**src/rtl/tetris_input_ctrl_pkg.sv**
```systemverilog
// Shared constants and types for the Tetris input controller.
package tetris_pkg;

   localparam int DEBOUNCE_CYC_DEF = 1_000_000;
   localparam int REPEAT_DELAY_DEF = 15_000_000;
   localparam int REPEAT_RATE_DEF  = 5_000_000;
   localparam int GRAV_BASE_DEF    = 25_000_000;
   localparam int GRAV_STEP_DEF    = 1_000_000;
   localparam int GRAV_MIN_DEF     = 5_000_000;
   localparam int CNT_W_DEF        = 26;
   localparam int SCORE_W          = 5;

   typedef enum logic [1:0] {
      IDLE   = 2'd0,
      DELAY  = 2'd1,
      REPEAT = 2'd2
   } rptState_t;

endpackage

```
**src/rtl/tetris_input_ctrl_if.sv**
```systemverilog
// Bundle of key inputs, game status and control strobes between the board and the gamelogic.
interface tetris_input_ctrl_if;

   logic                           key_left_n;
   logic                           key_right_n;
   logic                           key_rot_n;
   logic                           gravity_en;
   logic [tetris_pkg::SCORE_W-1:0] score;
   logic                           left_final;
   logic                           right_final;
   logic                           rot_final;
   logic                           tick_gravity;

   modport master (
      output key_left_n, key_right_n, key_rot_n, gravity_en, score,
      input  left_final, right_final, rot_final, tick_gravity
   );

   modport slave (
      input  key_left_n, key_right_n, key_rot_n, gravity_en, score,
      output left_final, right_final, rot_final, tick_gravity
   );

endinterface

```
**src/rtl/tetris_input_ctrl_debounce.sv**
```systemverilog
// One push-button conditioner: 2-flop synchronizer, debounce counter and press-edge pulse.
module key_debounce
   import tetris_pkg::*;
#(
   parameter int DEBOUNCE_CYC = DEBOUNCE_CYC_DEF,
   parameter int CNT_W        = CNT_W_DEF
) (
   input  logic clk,
   input  logic rst_n,
   input  logic i_keyN,
   output logic o_pressed,
   output logic o_pressEdge
);

   localparam logic [CNT_W-1:0] DEB_LAST = CNT_W'(DEBOUNCE_CYC - 1);

   logic             r_sync1;
   logic             r_sync2;
   logic             r_stable;
   logic             r_pressEdge;
   logic [CNT_W-1:0] r_cnt;
   logic             w_syncPressed;

   // Bring the raw asynchronous key into the clock domain; idle level is released (1).
   always_ff @(posedge clk or negedge rst_n) begin
      if (!rst_n) begin
         r_sync1 <= 1'b1;
         r_sync2 <= 1'b1;
      end else begin
         r_sync1 <= i_keyN;
         r_sync2 <= r_sync1;
      end
   end

   assign w_syncPressed = ~r_sync2;

   // Accept a new level only after it has differed from the stable level for DEBOUNCE_CYC cycles.
   always_ff @(posedge clk or negedge rst_n) begin
      if (!rst_n) begin
         r_stable    <= 1'b0;
         r_cnt       <= '0;
         r_pressEdge <= 1'b0;
      end else begin
         r_pressEdge <= 1'b0;
         if (w_syncPressed == r_stable) begin
            r_cnt <= '0;
         end else if (r_cnt == DEB_LAST) begin
            r_stable    <= w_syncPressed;
            r_cnt       <= '0;
            r_pressEdge <= w_syncPressed;
         end else begin
            r_cnt <= r_cnt + CNT_W'(1);
         end
      end
   end

   assign o_pressed   = r_stable;
   assign o_pressEdge = r_pressEdge;

endmodule

```
**src/rtl/tetris_input_ctrl.sv**
```systemverilog
// Tetris input controller: conditioned key strobes with left/right auto-repeat and a score-scaled gravity tick.
module tetris_input_ctrl
   import tetris_pkg::*;
#(
   parameter int DEBOUNCE_CYC = DEBOUNCE_CYC_DEF,
   parameter int REPEAT_DELAY = REPEAT_DELAY_DEF,
   parameter int REPEAT_RATE  = REPEAT_RATE_DEF,
   parameter int GRAV_BASE    = GRAV_BASE_DEF,
   parameter int GRAV_STEP    = GRAV_STEP_DEF,
   parameter int GRAV_MIN     = GRAV_MIN_DEF,
   parameter int CNT_W        = CNT_W_DEF
) (
   input logic                 CLOCK_50,
   input logic                 resetn,
   tetris_input_ctrl_if.slave  bus
);

   localparam logic [CNT_W-1:0] DELAY_LAST = CNT_W'(REPEAT_DELAY - 1);
   localparam logic [CNT_W-1:0] RATE_LAST  = CNT_W'(REPEAT_RATE - 1);
   localparam logic [CNT_W:0]   BASE_X     = (CNT_W+1)'(GRAV_BASE);
   localparam logic [CNT_W:0]   STEP_X     = (CNT_W+1)'(GRAV_STEP);
   localparam logic [CNT_W:0]   MIN_X      = (CNT_W+1)'(GRAV_MIN);

   logic [1:0]       w_levelLR;
   logic [1:0]       w_pressLR;
   logic [1:0]       w_moveStrobe;
   logic             w_conflict;
   logic             w_rotPressed;
   logic             w_rotPressEdge;
   logic             r_rotFinal;
   logic [CNT_W:0]   w_gravProd;
   logic [CNT_W:0]   w_gravDiff;
   logic [CNT_W-1:0] w_gravPeriod;
   logic [CNT_W-1:0] w_gravLast;
   logic [CNT_W-1:0] r_gravCnt;
   logic             r_tickGravity;

   key_debounce #(.DEBOUNCE_CYC(DEBOUNCE_CYC), .CNT_W(CNT_W)) u_keyLeft (
      .clk         (CLOCK_50),
      .rst_n       (resetn),
      .i_keyN      (bus.key_left_n),
      .o_pressed   (w_levelLR[0]),
      .o_pressEdge (w_pressLR[0])
   );

   key_debounce #(.DEBOUNCE_CYC(DEBOUNCE_CYC), .CNT_W(CNT_W)) u_keyRight (
      .clk         (CLOCK_50),
      .rst_n       (resetn),
      .i_keyN      (bus.key_right_n),
      .o_pressed   (w_levelLR[1]),
      .o_pressEdge (w_pressLR[1])
   );

   key_debounce #(.DEBOUNCE_CYC(DEBOUNCE_CYC), .CNT_W(CNT_W)) u_keyRot (
      .clk         (CLOCK_50),
      .rst_n       (resetn),
      .i_keyN      (bus.key_rot_n),
      .o_pressed   (w_rotPressed),
      .o_pressEdge (w_rotPressEdge)
   );

   assign w_conflict = w_levelLR[0] & w_levelLR[1];

   for (genvar d = 0; d < 2; d++) begin : g_repeat
      rptState_t        r_state;
      logic [CNT_W-1:0] r_cnt;
      logic             r_strobe;

      // Auto-repeat for one direction; holding both directions or releasing parks it in IDLE.
      always_ff @(posedge CLOCK_50 or negedge resetn) begin
         if (!resetn) begin
            r_state  <= IDLE;
            r_cnt    <= '0;
            r_strobe <= 1'b0;
         end else if (w_conflict || !w_levelLR[d]) begin
            r_state  <= IDLE;
            r_cnt    <= '0;
            r_strobe <= 1'b0;
         end else begin
            r_strobe <= 1'b0;
            case (r_state)
               IDLE: begin
                  if (w_pressLR[d]) begin
                     r_state  <= DELAY;
                     r_cnt    <= '0;
                     r_strobe <= 1'b1;
                  end
               end
               DELAY: begin
                  if (r_cnt == DELAY_LAST) begin
                     r_state  <= REPEAT;
                     r_cnt    <= '0;
                     r_strobe <= 1'b1;
                  end else begin
                     r_cnt <= r_cnt + CNT_W'(1);
                  end
               end
               REPEAT: begin
                  if (r_cnt == RATE_LAST) begin
                     r_cnt    <= '0;
                     r_strobe <= 1'b1;
                  end else begin
                     r_cnt <= r_cnt + CNT_W'(1);
                  end
               end
               default: begin
                  r_state <= IDLE;
                  r_cnt   <= '0;
               end
            endcase
         end
      end

      assign w_moveStrobe[d] = r_strobe;
   end

   // Rotate strobe is the registered press edge of the held key, with no repeat.
   always_ff @(posedge CLOCK_50 or negedge resetn) begin
      if (!resetn) begin
         r_rotFinal <= 1'b0;
      end else begin
         r_rotFinal <= w_rotPressEdge & w_rotPressed;
      end
   end

   assign w_gravProd   = (CNT_W+1)'(bus.score) * STEP_X;
   assign w_gravDiff   = BASE_X - w_gravProd;
   assign w_gravPeriod = (w_gravDiff[CNT_W] || (w_gravDiff < MIN_X)) ? MIN_X[CNT_W-1:0]
                                                                      : w_gravDiff[CNT_W-1:0];
   assign w_gravLast   = w_gravPeriod - CNT_W'(1);

   // Gravity divider; the >= compare lets a shortened period take effect immediately.
   always_ff @(posedge CLOCK_50 or negedge resetn) begin
      if (!resetn) begin
         r_gravCnt     <= '0;
         r_tickGravity <= 1'b0;
      end else if (!bus.gravity_en) begin
         r_gravCnt     <= '0;
         r_tickGravity <= 1'b0;
      end else if (r_gravCnt >= w_gravLast) begin
         r_gravCnt     <= '0;
         r_tickGravity <= 1'b1;
      end else begin
         r_gravCnt     <= r_gravCnt + CNT_W'(1);
         r_tickGravity <= 1'b0;
      end
   end

   assign bus.left_final   = w_moveStrobe[0];
   assign bus.right_final  = w_moveStrobe[1];
   assign bus.rot_final    = r_rotFinal;
   assign bus.tick_gravity = r_tickGravity;

endmodule

```
**src/flat_wrapper.sv**
```systemverilog
// flat-port wrapper written by rule: the top's interface ports become plain ports
module tetris_input_ctrl_flat import tetris_pkg::*;
#(
   parameter int DEBOUNCE_CYC = DEBOUNCE_CYC_DEF,
   parameter int REPEAT_DELAY = REPEAT_DELAY_DEF,
   parameter int REPEAT_RATE  = REPEAT_RATE_DEF,
   parameter int GRAV_BASE    = GRAV_BASE_DEF,
   parameter int GRAV_STEP    = GRAV_STEP_DEF,
   parameter int GRAV_MIN     = GRAV_MIN_DEF,
   parameter int CNT_W        = CNT_W_DEF
)
  (CLOCK_50, resetn, bus_key_left_n, bus_key_right_n, bus_key_rot_n, bus_gravity_en, bus_score, bus_left_final, bus_right_final, bus_rot_final, bus_tick_gravity);
  tetris_input_ctrl_if bus_i ();
  input logic CLOCK_50;
  input logic resetn;
  input wire logic [$bits(bus_i.key_left_n)-1:0] bus_key_left_n;
  input wire logic [$bits(bus_i.key_right_n)-1:0] bus_key_right_n;
  input wire logic [$bits(bus_i.key_rot_n)-1:0] bus_key_rot_n;
  input wire logic [$bits(bus_i.gravity_en)-1:0] bus_gravity_en;
  input wire logic [$bits(bus_i.score)-1:0] bus_score;
  output wire logic [$bits(bus_i.left_final)-1:0] bus_left_final;
  output wire logic [$bits(bus_i.right_final)-1:0] bus_right_final;
  output wire logic [$bits(bus_i.rot_final)-1:0] bus_rot_final;
  output wire logic [$bits(bus_i.tick_gravity)-1:0] bus_tick_gravity;
  assign bus_i.key_left_n = bus_key_left_n;
  assign bus_i.key_right_n = bus_key_right_n;
  assign bus_i.key_rot_n = bus_key_rot_n;
  assign bus_i.gravity_en = bus_gravity_en;
  assign bus_i.score = bus_score;
  assign bus_left_final = bus_i.left_final;
  assign bus_right_final = bus_i.right_final;
  assign bus_rot_final = bus_i.rot_final;
  assign bus_tick_gravity = bus_i.tick_gravity;
  tetris_input_ctrl #(.DEBOUNCE_CYC(DEBOUNCE_CYC), .REPEAT_DELAY(REPEAT_DELAY), .REPEAT_RATE(REPEAT_RATE), .GRAV_BASE(GRAV_BASE), .GRAV_STEP(GRAV_STEP), .GRAV_MIN(GRAV_MIN), .CNT_W(CNT_W)) u_core (.CLOCK_50(CLOCK_50), .resetn(resetn), .bus(bus_i));
endmodule
```
**config.mk**
```make
export PLATFORM = sky130hd
export DESIGN_NAME = tetris_input_ctrl_flat
export DESIGN_NICKNAME = d
export VERILOG_FILES = /design/src/rtl/tetris_input_ctrl_pkg.sv /design/src/rtl/tetris_input_ctrl_if.sv /design/src/rtl/tetris_input_ctrl_debounce.sv /design/src/rtl/tetris_input_ctrl.sv /design/src/flat_wrapper.sv
export SDC_FILE = /design/constraint.sdc
export NUM_CORES = 1
export LEC_CHECK = 0
export CAP_MARGIN = 30
export CORE_MARGIN = 2
export CORE_UTILIZATION = 60
export CTS_CLUSTER_SIZE = 10
export DETAILED_ROUTE_END_ITERATION = 8
export PLACE_DENSITY = 0.77
export SETUP_SLACK_MARGIN = 0.02
export SYNTH_ARGS = -nofsm -noshare
export SYNTH_HDL_FRONTEND = slang
export SYNTH_SLANG_ARGS = --single-unit
export TNS_END_PERCENT = 50
```
**constraint.sdc**
```tcl
create_clock -name CLOCK_50 -period 5 [get_ports CLOCK_50]
set_input_delay 1.5 -clock CLOCK_50 [delete_from_list [all_inputs] [get_ports CLOCK_50]]
set_output_delay 1.5 -clock CLOCK_50 [all_outputs]
set_load 0.05 [all_outputs]
```
==> summary.md <==
| Metric | Value |
|---|---|
| Total grt overflow | 0 |
| CP endpoint kind | flop |
| Mapped Nets | 1,310 |
| Worst Hold Path Cells | 0 |
| IO Pins | 15 |
| Crit path max-delay cell type | or4_4 |
| Post-synthesis sequential area ratio | 39.2% |
| Total track usage | 25.3% |
| CP Launch Type | input pin |
| CTS Root Buffer Type | clkbuf_16 |
| Crit Path Max Fanout | 7 |
| CP most frequent cell | ha_4 |
| Net count, final | 1,455 |
| Port Buffers | 14 |
| Critical path type | input pin to flop |
| Drt via density | 5.85 |
| Die area | 19,900 um2 |
| R2R depth | 7 |
| Final Wtd Congestion | 0.855 |
| Setup WS post-layout | -2.42 ns |
| Share of layout cells above drive strength 1 | 20.1% |
| Routed vias | 9,463 |
| Die Ht | 141 um |
| Clock skew | 0.0128 ns |
| Area delta synth->final | 20.5% |
| Drt total wl | 24.4 mm |
| Worst skew pair latency | 0.43 ns |
| Hold Crit Class | flop to flop |
| Hold EP | u_core.u_keyLeft.r_sync2 |
| Max Buffers Root-to-Sink | 2 |
| Violation count after the first detailed-route iteration | 522 |
| R2R Setup Slk | 2.31 ns |
| Most frequent cells in the layout | 170 x dfrtp_1, 135 x nor2_1, 132 x buf_4, 108 x nand2_1, 80 x xor2_1 |
| Overall Power | 0.00423 W |
| DPL Wire Length | 17.0 mm |
| Comb pwr share | 35.0% |
| Maximum vdd ir drop | 0.332 mV |
| Period utilization | 148% |
| FMAX | 135 MHz |
| RR Startpoint | u_core.u_keyRight.o_pressed |
| Layout filler cell count | 1,334 |
| Largest net degree at the start of global routing | 97 |
| Chip Width | 141 um |
| Hold path startpoint | u_core.u_keyLeft.r_sync1 |
| Cell area after synthesis | 11,200 um2 |
| Worst-margin pin slew | 0.876 ns |
| Synth Area per Inst | 9.17 um2 |
| Clock transition at path regs | 0.07 ns |
| Area after DPL | 12,600 um2 |
| Sw frac | 30.5% |
| Clk pwr share | 30.8% |
| Vias in the first global route | 9,237 |
| Drc violations | 0 |
| Finished Core Util | 73.2% |
| Asr flop ratio synth | 100% |
| Final Critical Period | 7.42 ns |
| P_leak | 5.95 nW |
| Synth Register Bits | 176 |
| Number of enable flip-flop cells after synthesis | 0 |
| Rows | 50 |
| Initial antenna violation count | 0 |
| Dominant synthesized flop cell | dfrtp_1 |
| Yosys Warn Count | 0 |
| Critical Path RT | 5.35 ns |
| Drt wl/cell | 15.1 um |
| Sw Pwr | 0.00129 W |
| Critical path arrival | 7.77 ns |
| Max-cap violations | 0 |
| Inserted Diodes | 0 |
| Flop pwr share | 34.2% |
| Core Box Area | 18,500 um2 |
| Worst reg2reg endpoint | u_core.g_repeat[1].r_cnt[12] |
| Setup violators final | 27 |
| Final instance area | 13,500 um2 |
| Worst Hold Margin | 0.358 ns |
| Worst rel slew slack | 41.6% |
| CTS sink cnt | 176 |
| TritonCTS clock tree | yes |
| Failing checks | negative setup slack |
| Slowest cell delay on critical path | 0.54 ns |
| Netlist cell types | 84 |
| Detail Route Antenna Nets | 0 |
| Final-report hold violation count | 0 |
| Status | finished with violations |
| First-pass GRT wire length | 42.1 mm |
| 1st-pass router iterations | 5 |
| Int Pwr | 0.00294 W |
| Slew Limit Fails | 0 |
| Pwr Density | 312 nW/um2 |
| Synthesized instance count | 1,226 |
| RSZ-0062 raised after global routing | true |
| Cts bufs inserted | 17 |
| Most common cell after layout, fill and taps aside | dfrtp_1 |
| Initial core utilization | 60.7% |
| H-tree depth | 4 |
==> layer usage <==
metal	routed length (um)	GRT usage, %	up-vias
met5	0	0	-
met2	12200	43.2	158
met4	433	7.58	0
met1	11100	33.6	4642
met3	679	3.80	38
li1	-	-	4625
==> state kept, by name (all words and copies together), names as in the netlist <==
signal,cells
u_core.u_keyLeft.r_sync2,1
u_core.bus.right_final,1
u_core.g_repeat.r_cnt,52
u_core.u_keyRot.r_sync2,1
u_core.u_keyRight.r_sync2,1
u_core.u_keyRight.r_sync1,1
u_core.bus.rot_final,1
u_core.u_keyRight.o_pressed,1
u_core.u_keyRight.o_pressEdge,1
u_core.u_keyRot.r_sync1,1
u_core.bus.tick_gravity,1
u_core.u_keyLeft.r_cnt,26
u_core.r_gravCnt,26
u_core.u_keyRot.o_pressed,1
u_core.bus.left_final,1
u_core.u_keyLeft.o_pressed,1
u_core.g_repeat.r_state,4
u_core.u_keyRot.r_cnt,26
u_core.u_keyLeft.o_pressEdge,1
u_core.u_keyRight.r_cnt,26
u_core.u_keyRot.o_pressEdge,1
u_core.u_keyLeft.r_sync1,1
==> stage by stage <==
stage | cells | setup slack [ns] | TNS, ns
6_report | 1618 | -2.42 | -64.23
3_3_place_gp | 1572 | -3.02 | -81.10
3_5_place_dp | 1572 | -3.22 | -85.91
5_1_grt | 1618 | -2.69 | -71.71
4_1_cts | 1613 | -2.21 | -59.17
2_1_floorplan | 1226 | -2.40 | -63.64
==> cell families (layout without fill, tap and decap cells) <==
group	after synthesis	count (layout)	share of synthesized area (%)
adders and majority gates	73	73	8.52
and+or+nand+nor	573	573	26.5
xor gates and xnor gates	143	143	11.5
AOI/OAI and AO/OA	193	193	11.6
DFF	176	176	39.2
buffers and inverters	65	223	2.45
other	1	1	0.0334
muxes	2	2	0.178
==> power by group through the flow <==
stage / clock [W] / sequential (W) / combinational (W)
floorplan: 0 / 0.00147 / 0.000834
global placement: 0 / 0.00147 / 0.00133
detailed placement: 0 / 0.00147 / 0.00136
CTS: 0.00132 / 0.00145 / 0.00143
global route: 0.00138 / 0.00145 / 0.00162
finish: 0.00130 / 0.00145 / 0.00148
==> cell usage after synthesis, drive strengths merged, types with 36 or more instances <==
library cell | instances | area share (%)
xor2 | 82 | 6.5
inv | 37 | 1.2
nor2 | 153 | 5.1
xnor2 | 61 | 5.0
nand4 | 38 | 2.1
a21oi | 37 | 1.7
dfrtp | 170 | 38
nand3 | 70 | 3.3
and3 | 36 | 2.0
o21ai | 73 | 3.2
nand2 | 122 | 4.4
ha | 67 | 7.5
==> timing repair <==
action | in CTS | in global routing
endpoints found under the hold margin | 0 | 0
hold buffers | 0 | 0
resized for setup | 40 | 32
pin swaps | 16 | 6
cloned | 1 | 1
setup buffers | 8 | 4
endpoints found under the setup margin | 27 | 27
==> critical path: cells and delay by family <==
| kind | cells | cell delay, ns |
|---|---|---|
| buffers and inverters | 5 | 0.49 |
| adders and majority gates | 6 | 1.95 |
| AOI/OAI and AO/OA | 7 | 1.63 |
| and+or+nand+nor | 12 | 1.95 |
| xor gates and xnor gates | 2 | 0.26 |
==> layout make-up <==
cell class | count | area (um2) | area share [%]
well taps | 234 | 293 | 2.16
clock inverters | 13 | 138 | 1.02
inverters | 37 | 139 | 1.03
clock buffers | 19 | 443 | 3.27
flip-flops and latches | 176 | 4410 | 32.6
multi-input cells | 985 | 6890 | 50.9
repair buffers | 154 | 1230 | 9.08
==> how the worst max path moves through the flow <==
| stage | slack, ns | start | endpoint |
|---|---|---|---|
| after floorplan | -2.40 | bus_score[3] | u_core.r_gravCnt[0] |
| after global placement | -3.02 | bus_score[2] | u_core.r_gravCnt[25] |
| after detailed placement | -3.22 | bus_score[2] | u_core.r_gravCnt[5] |
| after CTS | -2.21 | bus_score[3] | u_core.r_gravCnt[25] |
| after global routing | -2.69 | bus_score[3] | u_core.r_gravCnt[25] |
| final | -2.42 | bus_score[3] | u_core.r_gravCnt[4] |
Power figures use the tool's default switching activity.
